--- config.mk ---
export PLATFORM = sky130hd
export DESIGN_NAME = run_sorter
export DESIGN_NICKNAME = d
export VERILOG_FILES = /design/src/rtl/bwt_pkg.sv /design/src/rtl/run_insert_array.sv /design/src/rtl/run_sorter.sv
export SDC_FILE = /design/constraint.sdc
export NUM_CORES = 1
export LEC_CHECK = 0
export ABC_CLOCK_PERIOD_IN_PS = 5200
export CAP_MARGIN = 15
export CORE_MARGIN = 3
export CORE_UTILIZATION = 50
export CTS_CLUSTER_SIZE = 40
export DETAILED_ROUTE_END_ITERATION = 16
export GPL_TIMING_DRIVEN = 0
export HOLD_SLACK_MARGIN = 0.12
export PLACE_DENSITY = 0.78
export REMOVE_ABC_BUFFERS = 1
export SLEW_MARGIN = 40
export SYNTH_ARGS = -nofsm -noshare
export SYNTH_HDL_FRONTEND = slang
export SYNTH_SLANG_ARGS = --single-unit
--- constraint.sdc ---
create_clock -name clk -period 5.2 [get_ports clk]
set_clock_uncertainty 0.2 [all_clocks]
set_input_delay 1.56 -clock clk [delete_from_list [all_inputs] [get_ports clk]]
set_output_delay 1.56 -clock clk [all_outputs]
set_load 0.01 [all_outputs]
--- src/rtl/bwt_pkg.sv ---
// Shared types and constants for the BWT sort pipeline.
// Holds the run_sorter state encoding and the FIFO write-beat payload.
package bwt_pkg;

  localparam int unsigned BYTE_W = 8;

  typedef logic [BYTE_W-1:0] byte_t;

  localparam byte_t PAD_VAL_DEF = 8'hFF;

  typedef enum logic [2:0] {
    IDLE,
    FILL_L,
    DRAIN_L,
    FILL_R,
    DRAIN_R,
    PAD_R,
    START,
    WAIT_MERGE
  } rs_state_e;

  // One registered beat towards the two merge FIFOs.
  typedef struct packed {
    logic  wr_l;
    logic  wr_r;
    byte_t data;
  } fifo_wr_t;

  function automatic logic is_fill(input rs_state_e s);
    return (s == FILL_L) || (s == FILL_R);
  endfunction

endpackage

--- src/rtl/run_insert_array.sv ---
// RUN_LEN-entry register array kept in ascending order by a parallel
// compare/shift insert, with tail padding and an indexed read port.
module run_insert_array
  import bwt_pkg::*;
#(
  parameter int unsigned RUN_LEN = 2,
  parameter int unsigned CNT_W   = 2,
  parameter byte_t       PAD_VAL = PAD_VAL_DEF
) (
  input  logic             clk,
  input  logic             ins_en,
  input  byte_t            ins_data,
  input  logic [CNT_W-1:0] cnt,
  input  logic             pad_en,
  input  logic [CNT_W-1:0] rd_idx,
  output byte_t            rd_data_c
);

  byte_t               arr_q [RUN_LEN];
  byte_t               arr_d [RUN_LEN];
  logic  [RUN_LEN-1:0] gt_c;

  // Valid entries strictly greater than the new byte; ties stay below it.
  always_comb begin
    gt_c = '0;
    for (int unsigned i = 0; i < RUN_LEN; i++) begin
      gt_c[i] = (CNT_W'(i) < cnt) && (arr_q[i] > ins_data);
    end
  end

  always_comb begin
    arr_d = arr_q;
    if (ins_en) begin
      for (int unsigned i = 0; i < RUN_LEN; i++) begin
        if (gt_c[i] || (CNT_W'(i) == cnt)) begin
          arr_d[i] = ins_data;
        end
      end
      // Shift wins over the insert slot so greater entries move up intact.
      for (int unsigned i = 1; i < RUN_LEN; i++) begin
        if (gt_c[i-1]) begin
          arr_d[i] = arr_q[i-1];
        end
      end
    end else if (pad_en) begin
      for (int unsigned i = 0; i < RUN_LEN; i++) begin
        if (CNT_W'(i) >= cnt) begin
          arr_d[i] = PAD_VAL;
        end
      end
    end
  end

  always_ff @(posedge clk) begin
    for (int unsigned i = 0; i < RUN_LEN; i++) begin
      arr_q[i] <= arr_d[i];
    end
  end

  always_comb begin
    rd_data_c = arr_q[0];
    for (int unsigned i = 0; i < RUN_LEN; i++) begin
      if (rd_idx == CNT_W'(i)) begin
        rd_data_c = arr_q[i];
      end
    end
  end

endmodule

--- src/rtl/run_sorter.sv ---
// Sorts input bytes into two runs and feeds them to the merge FIFOs L and R.
// Optional output-order checker: define RUN_SORTER_ORDER_CHECK_EN.
module run_sorter
  import bwt_pkg::*;
#(
  parameter int unsigned RUN_LEN = 2,
  parameter int unsigned CNT_W   = 2,
  parameter byte_t       PAD_VAL = PAD_VAL_DEF
) (
  input  logic              clk,
  input  logic              rst,
  input  logic [BYTE_W-1:0] in_data,
  input  logic              in_valid,
  input  logic              in_last,
  output logic              in_ready,
  output logic [BYTE_W-1:0] wr_data,
  output logic              wr_l,
  output logic              wr_r,
  input  logic              full_l,
  input  logic              full_r,
  output logic              merge_start,
  input  logic              merge_done,
  output logic              err
);

  localparam logic [CNT_W-1:0] LAST_IDX = CNT_W'(RUN_LEN - 1);
  localparam logic [CNT_W-1:0] RUN_CNT  = CNT_W'(RUN_LEN);

  rs_state_e        state_q, state_d;
  logic [CNT_W-1:0] fill_cnt_q, fill_cnt_d;
  logic [CNT_W-1:0] rd_idx_q, rd_idx_d;
  logic             last_seen_q, last_seen_d;
  fifo_wr_t         wr_q, wr_d;
  logic             merge_start_q, merge_start_d;

  logic             ins_en_c;
  logic             pad_en_c;
  byte_t            rd_data_c;
  logic             side_full_c;

  run_insert_array #(
    .RUN_LEN (RUN_LEN),
    .CNT_W   (CNT_W),
    .PAD_VAL (PAD_VAL)
  ) u_arr (
    .clk       (clk),
    .ins_en    (ins_en_c),
    .ins_data  (in_data),
    .cnt       (fill_cnt_q),
    .pad_en    (pad_en_c),
    .rd_idx    (rd_idx_q),
    .rd_data_c (rd_data_c)
  );

  always_ff @(posedge clk or negedge rst) begin
    if (!rst) begin
      state_q       <= IDLE;
      fill_cnt_q    <= '0;
      rd_idx_q      <= '0;
      last_seen_q   <= 1'b0;
      wr_q          <= '0;
      merge_start_q <= 1'b0;
    end else begin
      state_q       <= state_d;
      fill_cnt_q    <= fill_cnt_d;
      rd_idx_q      <= rd_idx_d;
      last_seen_q   <= last_seen_d;
      wr_q          <= wr_d;
      merge_start_q <= merge_start_d;
    end
  end

  always_comb begin
    state_d       = state_q;
    fill_cnt_d    = fill_cnt_q;
    rd_idx_d      = rd_idx_q;
    last_seen_d   = last_seen_q;
    wr_d          = '0;
    wr_d.data     = wr_q.data;
    merge_start_d = 1'b0;
    ins_en_c      = 1'b0;
    pad_en_c      = 1'b0;
    in_ready      = 1'b0;
    side_full_c   = (state_q == DRAIN_L) ? full_l : full_r;

    unique case (state_q)
      IDLE: begin
        state_d    = FILL_L;
        fill_cnt_d = '0;
      end

      FILL_L, FILL_R: begin
        in_ready = is_fill(state_q) && (fill_cnt_q < RUN_CNT);
        if (in_valid && in_ready) begin
          ins_en_c   = 1'b1;
          fill_cnt_d = fill_cnt_q + CNT_W'(1);
          if (in_last) begin
            last_seen_d = 1'b1;
          end
          if (in_last || (fill_cnt_q == LAST_IDX)) begin
            state_d  = (state_q == FILL_L) ? DRAIN_L : DRAIN_R;
            rd_idx_d = '0;
          end
        end
      end

      DRAIN_L, DRAIN_R: begin
        // Slot 0 always holds real data, so padding the tail here is safe.
        pad_en_c = (rd_idx_q == '0);
        if (!side_full_c) begin
          wr_d.data = rd_data_c;
          wr_d.wr_l = (state_q == DRAIN_L);
          wr_d.wr_r = (state_q == DRAIN_R);
          rd_idx_d  = rd_idx_q + CNT_W'(1);
          if (rd_idx_q == LAST_IDX) begin
            rd_idx_d   = '0;
            fill_cnt_d = '0;
            if (state_q == DRAIN_R) begin
              state_d = START;
            end else begin
              state_d = last_seen_q ? PAD_R : FILL_R;
            end
          end
        end
      end

      PAD_R: begin
        if (!full_r) begin
          wr_d.data = PAD_VAL;
          wr_d.wr_r = 1'b1;
          rd_idx_d  = rd_idx_q + CNT_W'(1);
          if (rd_idx_q == LAST_IDX) begin
            rd_idx_d = '0;
            state_d  = START;
          end
        end
      end

      START: begin
        merge_start_d = 1'b1;
        state_d       = WAIT_MERGE;
      end

      WAIT_MERGE: begin
        if (merge_done) begin
          state_d     = FILL_L;
          fill_cnt_d  = '0;
          last_seen_d = 1'b0;
        end
      end

      default: state_d = IDLE;
    endcase
  end

  assign wr_data     = wr_q.data;
  assign wr_l        = wr_q.wr_l;
  assign wr_r        = wr_q.wr_r;
  assign merge_start = merge_start_q;

`ifdef RUN_SORTER_ORDER_CHECK_EN
  byte_t prev_q, prev_d;
  logic  err_q, err_d;

  // Each run must leave in non-decreasing order; its first write restarts the check.
  always_comb begin
    prev_d = prev_q;
    err_d  = err_q;
    if (wr_d.wr_l || wr_d.wr_r) begin
      if ((rd_idx_q != '0) && (wr_d.data < prev_q)) begin
        err_d = 1'b1;
      end
      prev_d = wr_d.data;
    end
  end

  always_ff @(posedge clk or negedge rst) begin
    if (!rst) begin
      prev_q <= '0;
      err_q  <= 1'b0;
    end else begin
      prev_q <= prev_d;
      err_q  <= err_d;
    end
  end

  assign err = err_q;
`else
  assign err = 1'b0;
`endif

endmodule

==> results of run 1 <==
-- synth_stat cells --
library cell	number
buf_4	1
nand2b_1	4
dfrtp_1	19
nor2b_4	2
nand2_1	28
ha_1	10
a21oi_1	4
edfxtp_1	16
o31ai_1	3
a22oi_1	1
clkbuf_1	4
and4b_1	2
o41ai_1	1
a32o_1	1
a21o_1	1
buf_6	2
nand4_1	2
nor3b_4	1
nor2_2	1
o21a_1	2
nor3_1	2
inv_1	19
nand4_2	2
nor2_1	32
o311a_1	1
o221ai_1	1
conb_1	1
or3_1	1
a31oi_1	9
or2_2	1
a21oi_2	2
o221a_2	1
o21ai_0	2
mux2i_1	11
nand3_1	2
a22oi_2	1
a211oi_1	1
o31a_1	1
o211ai_2	1
buf_2	5
and3b_1	1
o21ai_1	1
nor2b_1	8
o21ba_2	1
-- kinds of logic after synthesis --
| kind of cell | synth area share, % |
|---|---|
| flops | 46.6 |
| fa+ha+maj | 6.11 |
| mux | 5.37 |
| buf+inv | 6.90 |
| compound gates | 12.8 |
| other cells | 0.183 |
| simple gates | 22.0 |
-- worst min-delay path, stage by stage, from the launching register on --
cell	delay, ps
edfxtp_1	360
nand2_1	60
a31oi_1	70
-- registers in the layout (all words and copies together), names as in the netlist --
register     cells
fill_cnt_q       2
last_seen_q      1
merge_start      1
rd_idx_q         2
state_q          3
u_arr.arr_q     16
wr_data          8
wr_l             1
wr_r             1
-- worst paths after layout --
kind                                         startpoint                           end  depth (start not counted)
max                                          in_data[1]  u_arr.arr_q[2]$_SDFFCE_PN1P_                          8
min                        u_arr.arr_q[1]$_SDFFCE_PN1P_        wr_data[1]$_DFFE_PN0P_                          2
max reg2reg                      state_q[0]$_DFFE_PN0P_  u_arr.arr_q[2]$_SDFFCE_PN1P_                          4
min reg2reg                u_arr.arr_q[1]$_SDFFCE_PN1P_        wr_data[1]$_DFFE_PN0P_                          2
max in group asynchronous                           rst       last_seen_q$_DFFE_PN0P_                          1
min in group asynchronous                           rst        wr_data[5]$_DFFE_PN0P_                          1
-- placed cells by master, fill, tap and decap left out, types with 2 or more instances in the layout --
master and instances:
a21oi_1 4, a21oi_2 2, a31oi_1 9, and4b_1 2
clkbuf_8 5, clkdlybuf4s50_1 25, dfrtp_1 19, edfxtp_1 16
ha_1 10, inv_1 19, mux2i_1 11, nand2_1 28
nand2b_1 4, nand3_1 2, nand4_1 2, nand4_2 2
nor2_1 32, nor2b_1 8, nor2b_4 2, nor3_1 2
o21a_1 2, o21ai_0 2, o31ai_1 2
-- metal layers --
metal,global-route usage (%),routed length [um],up-vias
met5,0,0,-
met4,6.38,67,0
met3,3.74,230,7
met2,27.4,1990,42
met1,22.7,1740,715
li1,-,-,771
-- report_power, final --
part | leakage, nW | internal (mW) | switching, mW | total [mW]
Clock | 0.0581 | 0.143 | 0.106 | 0.249
Sequential | 0.336 | 0.405 | 0.105 | 0.510
Combinational | 0.564 | 0.288 | 0.347 | 0.635
-- layout make-up --
class	count	area, sq um
clock buffers	5	68.8
clock inverters	3	43.8
fillers	325	1380
inverters	19	71.3
multi-input cells	146	966
flip-flops and latches	35	956
well taps	48	60.1
repair buffers	26	255
==> reports/results.txt, run 1 <==
Outcome: finished, final reports clean
Pwr dens: 576 nW/um^2
CTS tree: yes
CP max FO: 9
Antenna Cells: 0
Routed len/inst: 14.3 um
CP endpoint kind: register
CP Data Arrival Time: 3780 ps
Worst path max stage delay: 540 ps
Drc violations: 0
RSZ-0062 raised after global routing: no
Netlist cell types: 44
Detailed placement HPWL: 2.93 mm
Share of layout cells above drive strength 1: 9.83%
Core area: 3800 sq um
Port bufs: 26
Final core area utilization: 63.7%
DP Cell Count: 274
Initial core utilization: 54.0%
Hold WS: 329 ps
Maximum VDD drop: 0.000276 V
Critical path startpoint category: input port
First-pass GRT wire length: 6.64 mm
Syn Inst Count: 212
Synth Register Bits: 35
Final Hold Vio Count: 0
Total power: 1.39 mW
Share of the synthesized area in the top cell type: 23.4%
P_leak: 0.958 nW
Sequential share of the synthesized area: 46.6%
DR vias: 1535
Synth top area cells: edfxtp_1 23%, dfrtp_1 23%, ha_1 6.1%
Worst path bufs/invs: 2
Initial antenna violation count: 0
TritonCTS buffer count: 5
Setup-failing EPs final: 0
Layout area overhead: 18.1%
Yosys warnings: 0
Final GP Congestion: 0.803
CP cell instances: clkdlybuf4s50_1 -> inv_1 -> ha_1 -> nor2b_4 -> o211ai_2 -> a21oi_2 -> a32o_1 -> o311a_1
Largest net degree at the start of global routing: 21
Fin cells: 282
Synth Cell Area: 2050 sq um
Total track usage: 17.1%
WS Path Type: input port to register
Post CTS Setup Buffer Count: 0
Yosys top cell by area: edfxtp_1
Slew at the pin closest to its max-slew limit: 741 ps
Iteration-0 DRC Markers: 128
Clk pin slew, worst setup/hold paths: 80 ps
Setup TNS: 0 ps
Final number of max-transition violations: 0
CTS Hold Buffers Added: 0
Setup WS pre-CTS: 855 ps
Total Routed Length: 4.02 mm
Avg Cell Area, Syn: 9.67 sq um
Vias in the first global route: 1424
Fmax: 0.249 GHz
Worst EP required: 4960 ps
DIE AREA: 4900 sq um
CTS H-tree depth: 2
Sink Count: 35
Crit share post-route: 77.4%
Slew HR: 50.5%
Row cnt: 22
Setup ws final: 1180 ps
Class of the worst hold path: register to register
Worst R2R Setup Slack: 2350 ps
Design area: 2420 sq um
Global route overflow: 0
Layout Nets: 258
Die Ht: 70.0 um
Kind of cell adding the most delay to the critical path: compound AO/OA/AOI/OAI gates
Max-Cap Viols: 0
Slowest-stage cell, CP: a32o_1
IO Pins: 28
CTS Root Cell: clkbuf_8
Via/cell ratio: 5.44
Routed Antenna Nets: 0
Drt pass-1 iters: 4
Max clock buf depth: 2
Post-CTS sizing: 0
Min Tclk post-route: 4020 ps
Clock Latency Late Sink: 290 ps
Die X: 70.0 um
Placed cell area: 2300 sq um
Note: power is estimated with default switching activity, not from simulation.
==> run 2, diff against run 1 <==
ABC_CLOCK_PERIOD_IN_PS = 4000   (was 5200)
clock period = 4 ns   (was 5.2 ns; I/O delays follow)
==> results of run 2 <==
The final DEF is identical to that of run 1. Status: finished, final reports clean.
Among the figures that moved: setup slack after placement 855 ps -> 15.0 ps; setup slack after layout 1180 ps -> 338 ps; register-to-register setup slack 2350 ps -> 1150 ps; total power 1.39 mW -> 1.81 mW; worst IR drop on VDD 0.000276 V -> 0.000359 V
